`src/rtl/unum4_pkg.sv`:
```
`default_nettype none
// ============================================================================
//  Module   : unum4_pkg
//  Purpose  : Shared definitions for the unum4 FPU sharing logic: opcode
//             encoding, sequencer state encoding, response flag layout and a
//             flag-accumulation helper.
//  Revision : 1.0 - initial release
// ============================================================================
package unum4_pkg;

    // FPU opcode encoding (passed through to the FPU unchecked)
    localparam logic [1:0] OP_ADD = 2'd0;
    localparam logic [1:0] OP_SUB = 2'd1;
    localparam logic [1:0] OP_DIV = 2'd2;
    localparam logic [1:0] OP_MUL = 2'd3;

    // Sequencer states
    typedef enum logic [2:0] {
        ST_IDLE    = 3'd0,
        ST_ISSUE   = 3'd1,
        ST_CAPTURE = 3'd2,
        ST_RESP    = 3'd3,
        ST_CLEAR   = 3'd4
    } fsm_state_t;

    // Response flag layout: {timeout, div_by_zero, underflow, overflow}
    localparam int FLAGS_W = 4;
    localparam int FLG_OVF = 0;
    localparam int FLG_UDF = 1;
    localparam int FLG_DBZ = 2;
    localparam int FLG_TMO = 3;

    localparam logic [FLAGS_W-1:0] FLAG_TMO_MASK = FLAGS_W'(1) << FLG_TMO;

    // OR the three FPU exception outputs into a sticky accumulator
    function automatic logic [FLAGS_W-1:0] merge_fpu_flags(
        input logic [FLAGS_W-1:0] acc,
        input logic               ovf,
        input logic               udf,
        input logic               dbz
    );
        logic [FLAGS_W-1:0] res;
        res          = acc;
        res[FLG_OVF] = acc[FLG_OVF] | ovf;
        res[FLG_UDF] = acc[FLG_UDF] | udf;
        res[FLG_DBZ] = acc[FLG_DBZ] | dbz;
        return res;
    endfunction

endpackage
`default_nettype wire

```
`src/rtl/rr_arbiter.sv`:
```
`default_nettype none
// ============================================================================
//  Module   : rr_arbiter
//  Purpose  : Combinational round-robin arbiter. Grants the first requester
//             found searching upward from last+1, wrapping modulo N.
//  Ports    : req       - request vector
//             last      - index of the previous winner
//             grant     - one-hot grant (all zero when nothing requests)
//             grant_idx - binary index of the granted requester
//  Revision : 1.0 - initial release
// ============================================================================
module rr_arbiter #(
    parameter  int N       = 4,
    localparam int c_IDX_W = (N > 1) ? $clog2(N) : 1
) (
    input  logic [N-1:0]       req,
    input  logic [c_IDX_W-1:0] last,
    output logic [N-1:0]       grant,
    output logic [c_IDX_W-1:0] grant_idx
);

    logic [N-1:0] w_masked;
    logic [N-1:0] w_pool;

    // Requests strictly above 'last' take priority; if none, fall back to the
    // full vector, which is the wrap-around half of the search.
    always_comb begin
        w_masked = '0;
        for (int i = 0; i < N; i++) begin
            w_masked[i] = req[i] && (c_IDX_W'(i) > last);
        end
        w_pool = (|w_masked) ? w_masked : req;
    end

    // Lowest set bit of the pool wins
    always_comb begin
        grant_idx = '0;
        for (int i = N - 1; i >= 0; i--) begin
            if (w_pool[i]) begin
                grant_idx = c_IDX_W'(i);
            end
        end
    end

    always_comb begin
        grant = '0;
        for (int i = 0; i < N; i++) begin
            grant[i] = w_pool[i] && (grant_idx == c_IDX_W'(i));
        end
    end

endmodule
`default_nettype wire

```
`src/rtl/unum4_fpu_arbiter.sv`:
```
`default_nettype none
// ============================================================================
//  Module   : unum4_fpu_arbiter
//  Purpose  : Shares a single unum4 FPU among N_REQ requesters. One operation
//             at a time is accepted round-robin, issued to the FPU with stable
//             operands until done (or a timeout), its result and accumulated
//             exception flags returned to the originating requester, and the
//             FPU re-armed with a one-cycle clear pulse.
//  Ports    : clk, rst                  - clock, synchronous active-high reset
//             req_valid/ready/a/b/op    - packed requester ports
//             resp_valid/data/flags     - one-hot result strobe + payload
//             busy                      - high whenever not IDLE
//             fpu_run/in0/in1/op/clr    - FPU drive
//             fpu_out0/done/overflow/
//             underflow/div_by_zero     - FPU status
//  Revision : 1.0 - initial release
// ============================================================================
module unum4_fpu_arbiter
    import unum4_pkg::*;
#(
    parameter int N_REQ    = 4,
    parameter int DATA_W   = 32,
    parameter int OPCODE_W = 2,
    parameter int TIMEOUT  = 64
) (
    input  logic                      clk,
    input  logic                      rst,
    input  logic [N_REQ-1:0]          req_valid,
    output logic [N_REQ-1:0]          req_ready,
    input  logic [N_REQ*DATA_W-1:0]   req_a,
    input  logic [N_REQ*DATA_W-1:0]   req_b,
    input  logic [N_REQ*OPCODE_W-1:0] req_op,
    output logic [N_REQ-1:0]          resp_valid,
    output logic [DATA_W-1:0]         resp_data,
    output logic [3:0]                resp_flags,
    output logic                      busy,
    output logic                      fpu_run,
    output logic [DATA_W-1:0]         fpu_in0,
    output logic [DATA_W-1:0]         fpu_in1,
    output logic [OPCODE_W-1:0]       fpu_op,
    output logic                      fpu_clr,
    input  logic [DATA_W-1:0]         fpu_out0,
    input  logic                      fpu_done,
    input  logic                      fpu_overflow,
    input  logic                      fpu_underflow,
    input  logic                      fpu_div_by_zero
);

    localparam int c_IDX_W = (N_REQ > 1) ? $clog2(N_REQ) : 1;
    localparam int c_CNT_W = $clog2(TIMEOUT);
    localparam logic [c_CNT_W-1:0] c_CNT_LAST = c_CNT_W'(TIMEOUT - 1);

    fsm_state_t           r_state;
    logic [c_IDX_W-1:0]   r_last;
    logic [N_REQ-1:0]     r_grant;
    logic [DATA_W-1:0]    r_a;
    logic [DATA_W-1:0]    r_b;
    logic [OPCODE_W-1:0]  r_op;
    logic [c_CNT_W-1:0]   r_cnt;
    logic [FLAGS_W-1:0]   r_flags;
    logic [DATA_W-1:0]    r_resp_data;
    logic [N_REQ-1:0]     r_resp_valid;
    logic                 r_fpu_run;
    logic                 r_fpu_clr;

    logic [N_REQ-1:0]     w_grant;
    logic [c_IDX_W-1:0]   w_grant_idx;
    logic                 w_idle;
    logic                 w_accept;
    logic [FLAGS_W-1:0]   w_flags_next;

    logic [DATA_W-1:0]    w_a_arr  [N_REQ];
    logic [DATA_W-1:0]    w_b_arr  [N_REQ];
    logic [OPCODE_W-1:0]  w_op_arr [N_REQ];

    // Unpack the flat requester buses so the winner can be picked by index
    generate
        for (genvar g = 0; g < N_REQ; g++) begin : g_unpack
            assign w_a_arr[g]  = req_a[g*DATA_W +: DATA_W];
            assign w_b_arr[g]  = req_b[g*DATA_W +: DATA_W];
            assign w_op_arr[g] = req_op[g*OPCODE_W +: OPCODE_W];
        end
    endgenerate

    rr_arbiter #(
        .N (N_REQ)
    ) u_rr_arbiter (
        .req       (req_valid),
        .last      (r_last),
        .grant     (w_grant),
        .grant_idx (w_grant_idx)
    );

    assign w_idle       = (r_state == ST_IDLE);
    assign w_accept     = w_idle && (|(req_valid & w_grant));
    assign w_flags_next = merge_fpu_flags(r_flags, fpu_overflow, fpu_underflow,
                                          fpu_div_by_zero);

    always_ff @(posedge clk) begin
        if (rst) begin
            r_state      <= ST_IDLE;
            r_last       <= c_IDX_W'(N_REQ - 1);
            r_grant      <= '0;
            r_a          <= '0;
            r_b          <= '0;
            r_op         <= '0;
            r_cnt        <= '0;
            r_flags      <= '0;
            r_resp_data  <= '0;
            r_resp_valid <= '0;
            r_fpu_run    <= 1'b0;
            r_fpu_clr    <= 1'b0;
        end else begin
            // Strobes default low; the state that needs them sets them
            r_resp_valid <= '0;
            r_fpu_clr    <= 1'b0;
            case (r_state)
                ST_IDLE: begin
                    if (w_accept) begin
                        r_a       <= w_a_arr[w_grant_idx];
                        r_b       <= w_b_arr[w_grant_idx];
                        r_op      <= w_op_arr[w_grant_idx];
                        r_grant   <= w_grant;
                        r_last    <= w_grant_idx;
                        r_flags   <= '0;
                        r_cnt     <= '0;
                        r_fpu_run <= 1'b1;
                        r_state   <= ST_ISSUE;
                    end
                end
                ST_ISSUE: begin
                    // done is checked first so it wins over the terminal count
                    if (fpu_done) begin
                        r_flags   <= w_flags_next;
                        r_fpu_run <= 1'b0;
                        r_state   <= ST_CAPTURE;
                    end else if (r_cnt == c_CNT_LAST) begin
                        r_flags      <= w_flags_next | FLAG_TMO_MASK;
                        r_resp_data  <= '0;
                        r_fpu_run    <= 1'b0;
                        r_resp_valid <= r_grant;
                        r_state      <= ST_RESP;
                    end else begin
                        r_flags <= w_flags_next;
                        r_cnt   <= r_cnt + 1'b1;
                    end
                end
                ST_CAPTURE: begin
                    // out0 becomes valid one cycle after done
                    r_resp_data  <= fpu_out0;
                    r_flags      <= w_flags_next;
                    r_resp_valid <= r_grant;
                    r_state      <= ST_RESP;
                end
                ST_RESP: begin
                    r_fpu_clr <= 1'b1;
                    r_state   <= ST_CLEAR;
                end
                ST_CLEAR: begin
                    r_state <= ST_IDLE;
                end
                default: begin
                    r_state <= ST_IDLE;
                end
            endcase
        end
    end

    assign req_ready  = w_idle ? w_grant : '0;
    assign resp_valid = r_resp_valid;
    assign resp_data  = r_resp_data;
    assign resp_flags = r_flags;
    assign busy       = !w_idle;
    assign fpu_run    = r_fpu_run;
    assign fpu_in0    = r_a;
    assign fpu_in1    = r_b;
    assign fpu_op     = r_op;
    assign fpu_clr    = r_fpu_clr;

endmodule
`default_nettype wire

```
`config.mk`:
```
export PLATFORM = sky130hd
export DESIGN_NAME = unum4_fpu_arbiter
export DESIGN_NICKNAME = d
export VERILOG_FILES = /design/src/rtl/unum4_pkg.sv /design/src/rtl/rr_arbiter.sv /design/src/rtl/unum4_fpu_arbiter.sv
export SDC_FILE = /design/constraint.sdc
export NUM_CORES = 1
export LEC_CHECK = 0
export CORE_AREA = 2 2 164 166
export DETAILED_ROUTE_END_ITERATION = 7
export DIE_AREA = 0 0 166 168
export REMOVE_ABC_BUFFERS = 1
export SYNTH_ARGS = -nofsm -noshare
export SYNTH_HDL_FRONTEND = slang
export SYNTH_HIERARCHICAL = 1
export SYNTH_SLANG_ARGS = --single-unit
```
`constraint.sdc`:
```
create_clock -name clk -period 4.6 [get_ports clk]
set_input_delay 0.92 -clock clk [delete_from_list [all_inputs] [get_ports clk]]
set_output_delay 0.92 -clock clk [all_outputs]
set_load 0.03 [all_outputs]
```
* After elaboration in Yosys (flattened, before gate mapping)
Cells that the tools add are included.
** Word-level totals
- Output and inout bits :: 113
- Memories :: 0
- RAM bits :: 0
- Bits in latches :: 0
- Input bits :: 306
- Memory bits (read-only) :: 0
- Register bits :: 123
** Operators by class
- Muxes and demuxes :: 38
- Divide/modulo/power cells :: 0
- Magnitude comparators :: 5
- Reductions and logical operators :: 24
- Eq/ne operators :: 12
- Add/sub/neg operators :: 1
- Bitwise gates (word level) :: 6
- Shift-type cells :: 0
- $mul :: 0
** Operator list (number)
- $mux W32 :: 6
- $bmux W32 S2 :: 2
- $pmux W32 S2 :: 1
- $mux W4 :: 7
- $mux W6 :: 3
- $mux W2 :: 6
- $pmux W3 S4 :: 1
- $pmux W4 S3 :: 1
- $pmux W6 S2 :: 1
- $logic_and A1 B1 Y1 :: 9
- $mux W3 :: 3
- $pmux W4 S2 :: 1
- $reduce_or A4 Y1 :: 2
- $add A6 B1 Y6 const B :: 1
- $eq A3 B2 Y1 const B :: 2
- $eq A6 B6 Y1 const B :: 1
- $ne A2 B2 Y1 const B :: 3
- $reduce_and A2 Y1 :: 3
- $reduce_and A3 Y1 :: 2
- $reduce_and A5 Y1 :: 1
- $and A4 B4 Y4 :: 1
- $bmux W2 S2 :: 1
- $eq A2 B2 Y1 const B :: 2
- $gt A1 B2 Y1 const A :: 2
- 17 further kinds :: 24

* Logic depth before layout (Yosys ltp)
- Word-level depth :: 15
- Gate-level depth with buffers :: 11
- Gate-level depth less buffers :: 7

* Hierarchy
Netlist, hierarchy kept.
** Modules (own cells, without submodules)
- unum4_fpu_arbiter :: area each 5926.9 µm², cells an instance 557, instances 1, sequential area each 2462.4 µm²
- rr_arbiter :: area each 175.2 µm², cells an instance 27, instances 1, sequential area each 0.0 µm²

* Worst setup path after synthesis
Ideal clock, no wire load.
- Kind :: input port to flip-flop
- From :: input req_valid[3]
- To :: register r_a[10] (netlist: fpu_in0[10])
- Data required time :: 4468 ps
- Stages on the path :: 9
- Path slack :: 2016 ps
- Buffers on the path :: 3
- Arrival :: 2451 ps
- Cells stage by stage :: nor2b_1 -> a21oi_1 -> o221ai_1 -> clkbuf_2 -> buf_4 -> buf_4 -> mux4_2 -> nand2_1 -> a21oi_1
** On the way
- Longest elaborated chain between the ends :: 13
** Ends and longest elaborated chain
- start, declared :: RTL line unum4_fpu_arbiter.sv:28 : input logic [N_REQ-1:0] req_valid,
- $logic_and A1 B1 Y1 :: RTL line rr_arbiter.sv:30 : w_masked[i] = req[i] && (c_IDX_W'(i) > last);
- $reduce_or A4 Y1 :: RTL line rr_arbiter.sv:32 : w_pool = (|w_masked) ? w_masked : req;
- $mux W4 * :: RTL line rr_arbiter.sv:32
- $mux W2 (3 in series) :: RTL line rr_arbiter.sv:39 : if (w_pool[i]) begin
- $mux W2 * :: RTL line rr_arbiter.sv:39
- named net w_grant_idx[0] :: RTL line unum4_fpu_arbiter.sv:67 : logic [c_IDX_W-1:0] w_grant_idx;
- $eq A2 B1 Y1, or another cell as far along :: RTL line rr_arbiter.sv:48 : grant[i] = w_pool[i] && (grant_idx == c_IDX_W'(i));
- $logic_and A1 B1 Y1 :: RTL line rr_arbiter.sv:48
- $and A4 B4 Y4 :: RTL line unum4_fpu_arbiter.sv:95 : assign w_accept = w_idle && (|(req_valid & w_grant));
- $reduce_or A4 Y1 :: RTL line unum4_fpu_arbiter.sv:95
- $logic_and A1 B1 Y1 :: RTL line unum4_fpu_arbiter.sv:95
- $reduce_and A2 Y1 (no line)
- end signal, assigned :: RTL line unum4_fpu_arbiter.sv:120 : r_a <= w_a_arr[w_grant_idx];
- end, declared :: RTL line unum4_fpu_arbiter.sv:56 : logic [DATA_W-1:0] r_a;
The timed path passes the listed nets; every way through them passes the cells marked *. The select of a mux whose other input is x is not followed.
A chain may end at the register's enable or synchronous reset.

* Worst setup path after layout
- From :: input req_valid[0]
- To :: output req_ready[1]
** On the way
- Longest elaborated chain between the ends :: 10
** Ends and longest elaborated chain
- $logic_and A1 B1 Y1 :: RTL line rr_arbiter.sv:30
- $reduce_or A4 Y1 :: RTL line rr_arbiter.sv:32
- $mux W4 * :: RTL line rr_arbiter.sv:32
- $mux W2 (4 in series) :: RTL line rr_arbiter.sv:39
- $eq A2 B1 Y1 :: RTL line rr_arbiter.sv:48
- $logic_and A1 B1 Y1 * :: RTL line rr_arbiter.sv:48
- named net w_grant[1] :: RTL line unum4_fpu_arbiter.sv:66 : logic [N_REQ-1:0] w_grant;
- $mux W4 * :: RTL line unum4_fpu_arbiter.sv:169 : assign req_ready = w_idle ? w_grant : '0;
- end, declared :: RTL line unum4_fpu_arbiter.sv:29 : output logic [N_REQ-1:0] req_ready,
The timed path passes the listed nets; every way through them passes the cells marked *.

==> summary.txt <==
status -> finished, final reports clean
Setup Skew -> 0.0124 ns
Routed WL -> 25,000 um
top_reg_cell synth -> dfxtp_1
CTS clk-pin slew, worst paths -> 0.06 ns
# fillers -> 2,568
die height -> 168 um
Synth area leaders -> dfxtp_1, mux4_2, nand2_1
LEAKAGE -> 3.91 nW
Yosys top cell by area -> dfxtp_1
unrepaired setup endpoints after global routing -> false
DR vias/cell -> 4.70
largest buffer count on any clock path -> 2
fin crit period -> 3.77 ns
worst min-delay path category -> reg -> reg
Crit path largest cell delay -> 0.68 ns
sequence of cells on the critical path -> clkdlybuf4s50_1, o21a_2, o22ai_1, and2_1, and2_1, clkdlybuf4s50_1
delay-heaviest family, CP -> buffers and inverters
I/O Pins -> 419
Hold Crit Start -> fpu_in1[3]$_SDFFE_PP0P_
Clock Power Share -> 26.9%
RR Startpoint -> r_last[1]$_SDFFE_PP1P_
Final Slew Violations -> 0
P per Cell Area -> 431 nW/um2
post_cts resized -> 0
TritonCTS clock tree -> yes
total setup buffers inserted after CTS -> 0
worst slew pin tran -> 1.25 ns
Initial Util -> 23.2%
syn_area_per_cell -> 10.4 um2
fmax -> 266 MHz
total of max-cap violations -> 0
gr usage total -> 17.5%
largest net degree at the start of global routing -> 46
HPWL after DPL -> 19,200 um
Final Hold Viols -> 0
post-synthesis register bit count -> 123
WL per Instance -> 18.7 um
initial antenna violation count -> 4
Comb power frac -> 44.5%
Root Driver -> clkbuf_16
# setup viols final -> 0
reg-to-reg slack, setup -> 2.07 ns
nets -> 1,286
fin util -> 42.2%
Final TNS setup -> 0 ns
Placement Setup Slack -> 0.831 ns
Core ar. -> 26,400 um2
DR DRC count -> 0
first-pass GRT wire length -> 37,700 um
Reg power frac -> 28.7%
register area share after synthesis -> 40.4%
DIE AREA -> 27,900 um2
Tot Pwr -> 4.80 mW
P_sw -> 1.81 mW
CTS sink count -> 123
P_int -> 2.99 mW
CTS Buf Count -> 17
critical path launch point type -> input pin
Max FO, Critical Path -> 8
CP startpoint -> req_valid[0]
worst-skew pair later-pin latency -> 0.42 ns
1st-iter DRT viols -> 238
period utilisation layout -> 81.9%
Final ANT Viol Nets -> 0
GP Congestion -> 0.790
Distinct cells, synth -> 48
vias in the first global route -> 6,492
Post-synth EDFFs -> 0
synth-to-layout area growth -> 82.2%
switch share -> 37.8%
synthesized instance count -> 584
Slowest-stage cell, CP -> clkdlybuf4s50_1
asr flop ratio synth -> 0%
Data arrival, critical path -> 2.85 ns
Worst Path Required -> 3.68 ns
Syn Std Cell Area -> 6100 um2
vias -> 6,277
CP Buf/Inv Count -> 2
synth warn -> 6
die width -> 166 um
CP Class -> in -> out
worst vdd ir -> 0.000222 V
Overflow after GRT -> 0
Detailed Routing Iterations Pass 1 -> 7
layout cells sized above 1 -> 12.5%
crit end category -> output pin
Slew HR -> 16.3%
Synth top area share -> 40.4%
Port Buffers -> 418
setup slack after layout -> 0.834 ns
H-tree levels -> 4
Post-CTS Hold Buffers -> 0
row cnt -> 60
[registers in the layout, summed over array words and instances, names as in the netlist, 2 cells and up]
name,flops
r_grant,4
r_state,3
r_cnt,6
fpu_in1,32
fpu_in0,32
fpu_op,2
resp_valid,4
resp_flags,4
r_last,2
resp_data,32
[stage by stage]
stage	hold WS (ns)	std cells	cell area, um2
floorplan	0.426	533	5810
global placement	0.442	1301	10600
detailed placement	0.446	1301	10600
CTS	0.455	1333	11100
global route	0.467	1334	11100
finish	0.453	1335	11100
[metal layers]
metal | global-route usage [%] | part of all wire, %
met5 | 0 | 0.044
met4 | 4.57 | 1.5
met3 | 6.75 | 8.9
met2 | 31.9 | 52
met1 | 19.0 | 38
[Yosys cell counts (3+ instances only)]
library cell	instances
a21oi_1	80
a22o_1	34
a31oi_1	4
and2_1	5
and3_1	8
buf_2	16
buf_4	9
buf_6	6
clkbuf_1	18
dfxtp_1	123
mux4_2	66
nand2_1	148
nand2b_1	3
nand3_1	5
nand3b_1	4
nor2_1	6
nor2b_1	3
nor3_1	5
o21a_1	4
o21ai_1	3
[worst register-to-register path: stages, from the launching register on]
cell and delay, ns:
dfxtp_1 0.54, nand2b_1 0.27, a21oi_1 0.10, o21a_1 0.20, a22o_1 0.27, o21ai_4 0.19, buf_4 0.38, nand2_1 0.16
a311oi_1 0.31
[area by class of cell]
cell class / instances / area, um2 / share of cell area (%)
repair buffers: 427 / 4270 / 38.4
multi-input cells: 408 / 3390 / 30.5
flip-flops and latches: 123 / 2460 / 22.1
well taps: 341 / 427 / 3.84
clock buffers: 17 / 425 / 3.83
clock inverters: 15 / 130 / 1.17
inverters: 2 / 7.51 / 0.0675
diodes: 2 / 5.00 / 0.0450
[kinds of logic (layout without fill, tap and decap cells)]
logic type	after synthesis	after routing	synth area share [%]
other	0	2	0
and+or+nand+nor	198	198	14.9
buffers and inverters	53	461	4.90
muxes	66	66	24.4
DFF	123	123	40.4
adders and majority gates	1	1	0.205
AOI/OAI and AO/OA	143	143	15.3
[power by group through the flow]
stage	clock, mW	combinational [mW]	sequential [mW]
6_report	1.29	2.13	1.38
5_1_grt	1.38	2.29	1.40
4_1_cts	1.34	2.17	1.38
3_5_place_dp	0	2.16	1.40
3_3_place_gp	0	2.15	1.39
2_1_floorplan	0	0.999	1.71
[layout by cell type (no fill, tap or decap), types with 3 or more instances in the layout]
| cell | count |
|---|---|
| a21oi_1 | 79 |
| a22o_1 | 34 |
| a31oi_1 | 4 |
| and2_1 | 5 |
| and3_1 | 8 |
| buf_4 | 8 |
| clkbuf_16 | 17 |
| clkdlybuf4s50_1 | 417 |
| clkinvlp_4 | 4 |
| dfxtp_1 | 123 |
| inv_6 | 6 |
| inv_8 | 3 |
| mux4_2 | 66 |
| nand2_1 | 148 |
| nand2b_1 | 3 |
| nand3_1 | 5 |
| nand3b_1 | 4 |
| nor2_1 | 6 |
| nor2b_1 | 3 |
| nor3_1 | 5 |
| o21a_1 | 3 |
[final timing paths]
path / cells past startpoint / to
worst max-delay path: 6 / req_ready[1]
worst min-delay path: 2 / fpu_in1[3]$_SDFFE_PP0P_
worst max register to register: 8 / r_cnt[4]$_SDFFE_PP0P_
worst min register to register: 2 / fpu_in1[3]$_SDFFE_PP0P_
Note: power is estimated with default switching activity, not from simulation.
